[src/rtl/pipe_pkg.sv]
// Shared types and helpers for the elastic skid pipeline stage.
package pipe_pkg;

  localparam int SKID_DEPTH = 2;

  typedef enum logic [1:0] {
    SK_EMPTY = 2'd0,
    SK_BUSY  = 2'd1,
    SK_FULL  = 2'd2
  } skid_state_t;

  // Occupancy implied by a state; an illegal encoding reads as empty.
  function automatic logic [1:0] state_count(input skid_state_t st);
    logic [1:0] n;
    case (st)
      SK_EMPTY: n = 2'd0;
      SK_BUSY:  n = 2'd1;
      SK_FULL:  n = 2'(SKID_DEPTH);
      default:  n = 2'd0;
    endcase
    return n;
  endfunction

endpackage

[src/rtl/pipe_en_reg.sv]
// WIDTH-bit register with load enable, asynchronously reset to zero.
module pipe_en_reg
  import pipe_pkg::*;
#(
  parameter int WIDTH = 32
) (
  input  logic             clk,
  input  logic             rst,
  input  logic             en,
  input  logic [WIDTH-1:0] d,
  output logic [WIDTH-1:0] q
);

  // Payload storage: loads only when enabled.
  always_ff @(posedge clk or posedge rst) begin
    if (rst) begin
      q <= '0;
    end else if (en) begin
      q <= d;
    end else begin
      q <= q;
    end
  end

endmodule

[src/rtl/pipe_skid_stage.sv]
// Two-entry skid pipeline stage: registered upstream ready, head entry
// driven straight from the main register, flush discards everything.
module pipe_skid_stage
  import pipe_pkg::*;
#(
  parameter int WIDTH = 32
) (
  input  logic             clk,
  input  logic             rst,
  input  logic             flush,
  input  logic             in_valid,
  output logic             in_ready,
  input  logic [WIDTH-1:0] in_data,
  output logic             out_valid,
  input  logic             out_ready,
  output logic [WIDTH-1:0] out_data,
  output logic [1:0]       count
);

  skid_state_t      r_state;
  skid_state_t      w_next_state;
  logic             r_in_ready;
  logic [1:0]       r_count;
  logic             w_in_fire;
  logic             w_out_fire;
  logic             w_main_en;
  logic             w_skid_en;
  logic [WIDTH-1:0] w_main_d;
  logic [WIDTH-1:0] w_main_q;
  logic [WIDTH-1:0] w_skid_q;

  // Flush masks both handshakes in its own cycle.
  assign in_ready   = r_in_ready & ~flush;
  assign out_valid  = (r_state != SK_EMPTY) & ~flush;
  assign out_data   = w_main_q;
  assign count      = r_count;
  assign w_in_fire  = in_valid & in_ready;
  assign w_out_fire = out_valid & out_ready;

  // Next-state and register-load decode.
  always_comb begin
    w_next_state = r_state;
    w_main_en    = 1'b0;
    w_skid_en    = 1'b0;
    w_main_d     = in_data;
    if (flush) begin
      w_next_state = SK_EMPTY;
    end else begin
      case (r_state)
        SK_EMPTY: begin
          if (w_in_fire) begin
            w_next_state = SK_BUSY;
            w_main_en    = 1'b1;
          end else begin
            w_next_state = SK_EMPTY;
          end
        end
        SK_BUSY: begin
          if (w_in_fire && w_out_fire) begin
            w_main_en    = 1'b1;
          end else if (w_in_fire) begin
            w_next_state = SK_FULL;
            w_skid_en    = 1'b1;
          end else if (w_out_fire) begin
            w_next_state = SK_EMPTY;
          end else begin
            w_next_state = SK_BUSY;
          end
        end
        SK_FULL: begin
          if (w_out_fire) begin
            w_next_state = SK_BUSY;
            w_main_en    = 1'b1;
            w_main_d     = w_skid_q;
          end else begin
            w_next_state = SK_FULL;
          end
        end
        default: begin
          w_next_state = SK_EMPTY;
        end
      endcase
    end
  end

  // Control state, registered ready and occupancy.
  always_ff @(posedge clk or posedge rst) begin
    if (rst) begin
      r_state    <= SK_EMPTY;
      r_in_ready <= 1'b0;
      r_count    <= 2'd0;
    end else begin
      r_state    <= w_next_state;
      r_in_ready <= (w_next_state != SK_FULL);
      r_count    <= state_count(w_next_state);
    end
  end

  pipe_en_reg #(.WIDTH(WIDTH)) u_main (
    .clk (clk),
    .rst (rst),
    .en  (w_main_en),
    .d   (w_main_d),
    .q   (w_main_q)
  );

  pipe_en_reg #(.WIDTH(WIDTH)) u_skid (
    .clk (clk),
    .rst (rst),
    .en  (w_skid_en),
    .d   (in_data),
    .q   (w_skid_q)
  );

endmodule

[config.mk]
export PLATFORM = sky130hd
export DESIGN_NAME = pipe_skid_stage
export DESIGN_NICKNAME = d
export VERILOG_FILES = /design/src/rtl/pipe_pkg.sv /design/src/rtl/pipe_en_reg.sv /design/src/rtl/pipe_skid_stage.sv
export SDC_FILE = /design/constraint.sdc
export NUM_CORES = 1
export LEC_CHECK = 0
export ABC_AREA = 1
export BUFFER_PORTS_ARGS = -buffer_cell sky130_fd_sc_hd__buf_2
export CAP_MARGIN = 20
export CORE_ASPECT_RATIO = 0.75
export CORE_MARGIN = 4
export CORE_UTILIZATION = 55
export CTS_CLUSTER_DIAMETER = 80
export DETAILED_ROUTE_END_ITERATION = 7
export GPL_ROUTABILITY_DRIVEN = 0
export PLACE_DENSITY_LB_ADDON = 0.08
export SYNTH_ARGS = -nofsm -noshare
export SYNTH_HDL_FRONTEND = slang
export SYNTH_SLANG_ARGS = --single-unit
[constraint.sdc]
create_clock -name clk -period 3.8 [get_ports clk]
set_input_delay 0.76 -clock clk [delete_from_list [all_inputs] [get_ports clk]]
set_output_delay 0.76 -clock clk [all_outputs]
set_load 0.1 [all_outputs]
==> flow_metrics.py <==
metrics = {
    "floorplanning": {
        "rows": 23,
        "fp.dieArea_um2": 7070,
        "die_x_um": 95.8,
        "initial_core_util_pct": 58.1,
        "die_y_um": 73.8,
        "ios": 73,
        "core_area_um2": 5470,
    },
    "cts": {
        "clk-insertion-delay-late_ns": 0.33,
        "cts_num_sinks": 69,
        "postCtsResizedCells": 0,
        "cts_tree": "yes",
        "cts_root_buffer": "clkbuf_8",
        "cts_setup_buffers": 0,
        "cts.clk_slew.worst_paths_ns": 0.07,
        "h-tree-depth": 3,
        "clock_path_buffers": 2,
        "cts_buffers": 9,
        "postCtsHoldBufs": 0,
    },
    "timing": {
        "fin_tns_setup_ns": 0,
        "hold_viol_final": 0,
        "skew_ns": 0.00945,
        "relSlewSlack_pct": 38.2,
        "slew_viol_final": 0,
        "fmax_ghz": 0.374,
        "finalCriticalPeriod_ns": 2.68,
        "fin_ws_ns": 1.12,
        "post-route-period-util_pct": 70.4,
        "rsz0062_at_grt": "false",
        "setup_viol": 0,
        "worst-slew-pin-transition_ns": 0.925,
    },
    "grt": {
        "grtUsageTotal_pct": 21.2,
        "grt_pass1_wl_um": 11500,
        "grt_overflow": 0,
        "first_global_vias": 2490,
        "antenna_found_initial": 0,
        "grt_start_max_net_pins": 65,
    },
    "pwr": {
        "p_per_area_nw_per_um2": 655,
        "ir_drop_uv": 459,
        "p_leak_nw": 2.10,
    },
    "setup_path": {
        "cp_data_required_time_ns": 4.06,
        "timing.rr.end": "u_main.q[6]",
        "end_kind": "register",
        "cp_max_fo": 33,
        "cp-startpoint": "flush",
        "r2r-start": "r_state[1]",
        "rrSetupSlack_ns": 1.20,
        "crit_arrival_ns": 2.94,
        "cp-endpoint": "u_main.q[6]",
        "worstSetupStartpointType": "primary input",
        "reg2reg_depth": 5,
        "path_class": "primary input to register",
    },
    "final_layout": {
        "final.fill_count": 480,
        "drive_gt1_share_pct": 26.7,
        "area_growth_syn_to_layout_pct": 16.4,
        "fin_cells": 520,
        "diodes": 0,
        "nNetsFinal": 479,
    },
    "detailed_routing": {
        "drt-pass1-iter-count": 4,
        "via_count": 2600,
        "wl_per_cell_um": 13.0,
        "wirelength_um": 6740,
        "vias_per_cell": 5.00,
        "drtIter0Drc": 140,
        "drcViolationCount": 0,
        "ant_nets": 0,
    },
    "yosys": {
        "ys_seq_area_share_pct": 54.3,
        "ys_warn_count": 0,
        "syn_inst": 377,
        "yosysUniqueCellTypes": 20,
        "yosys.area.top_type_share_pct": 54.3,
        "ys_ff_latch": 69,
        "synth_area_um2": 3180,
        "synthTopCellsByArea": "dfrtp_1, nand2_1, nand3_1",
        "syn_area_per_cell_um2": 8.43,
        "yosys.area.top_type": "dfrtp_1",
        "syn-num-nets": 414,
    },
    "outcome": {
        "outcome": "completed",
    },
    "placed_design": {
        "dp_hpwl_um": 4380,
        "placement.io_buffers": 72,
        "pre_cts_ws_ns": 0.775,
        "dp_cells": 505,
    },
    "run": {
        "drv_cap": 0,
    },
    "hold_path": {
        "min_path_type": "primary input to asynchronous set/reset pin",
    },
}
==> placed cells by master (no fill, tap or decap), drive strengths merged <==
| cell type | n |
|---|---|
| nand4 | 2 |
| a21oi | 36 |
| dfrtp | 69 |
| inv | 40 |
| clkbuf | 12 |
| nand3 | 38 |
| o21ai | 32 |
| clkinv | 2 |
| nor2 | 35 |
| buf | 77 |
| nand2 | 102 |
==> synth_stat cells, drive strengths merged <==
cell,instances
nand2,102
o21ai,32
inv,40
nand4,2
nand3,38
a21oi,36
buf,20
nor2,35
dfrtp,69
clkbuf,3
==> power breakdown <==
group          switching (W)  leakage (nW)  total (W)  internal [W]
Sequential         0.0000678         0.797   0.000979      0.000911
Clock               0.000245        0.0881   0.000508      0.000263
Combinational       0.000755          1.21   0.000935      0.000180
Total                0.00107          2.10    0.00242       0.00135
==> worst min-delay path by stage <==
stage	startpoint	end	slack [ns]	cells after the start
2_1_floorplan	u_skid.q[11]	u_skid.q[11]	0.48	2
3_3_place_gp	u_skid.q[17]	u_skid.q[17]	0.49	2
3_5_place_dp	u_main.q[25]	u_main.q[25]	0.49	2
4_1_cts	u_main.q[19]	u_main.q[19]	0.51	2
5_1_grt	rst	u_skid.q[23]	0.49	2
6_report	rst	u_skid.q[23]	0.45	2
==> worst max-delay path, stage by stage <==
cell and delay, ns:
buf_2 0.14, inv_2 0.08, nand3_2 0.08, inv_2 0.09, nand4_2 0.69, nand2_2 0.86, nand2_1 0.11, nand2_1 0.10
==> final cells by class <==
class                           count  area (um^2)  area share (%)
Tap cell                           75         93.8            2.54
Timing Repair Buffer               77          410            11.1
Clock buffer                       12          155            4.19
Clock inverter                      2         10.0           0.271
Sequential cell                    69         1730            46.7
Multi-Input combinational cell    245         1150            31.2
Inverter                           40          150            4.06
==> registers in the layout (all words and copies together) (netlist names) <==
| name | count |
|---|---|
| count | 2 |
| u_main.q | 32 |
| r_in_ready | 1 |
| r_state | 2 |
| u_skid.q | 32 |
==> through the flow <==
| step | util [%] | cell area, um^2 | total power [W] | hold slack (ns) |
|---|---|---|---|---|
| 2_1_floorplan | - | 3180 | 0.00176 | 0.477 |
| 3_3_place_gp | 64.3 | 3510 | 0.00191 | 0.488 |
| 3_5_place_dp | 64.3 | 3510 | 0.00193 | 0.490 |
| 6_report | 67.7 | 3700 | 0.00242 | 0.452 |
| 5_1_grt | 67.7 | 3700 | 0.00255 | 0.489 |
| 4_1_cts | 67.3 | 3680 | 0.00244 | 0.509 |
==> layer usage <==
layer | global-route usage, % | share of wire [%] | wire (um)
met5 | 0 | 0 | 0
met4 | 6.31 | 1.1 | 75
met3 | 5.02 | 5.4 | 366
met2 | 34.4 | 46 | 3130
met1 | 28.4 | 47 | 3170
==> cells by family (layout without fill, tap and decap cells) <==
logic type      Yosys count  after routing  share of synthesized area, %
simple gates            177            177                          23.2
buf+inv                  63            131                          9.37
compound gates           68             68                          13.1
flops                    69             69                          54.3
Note: power is estimated with default switching activity, not from simulation.
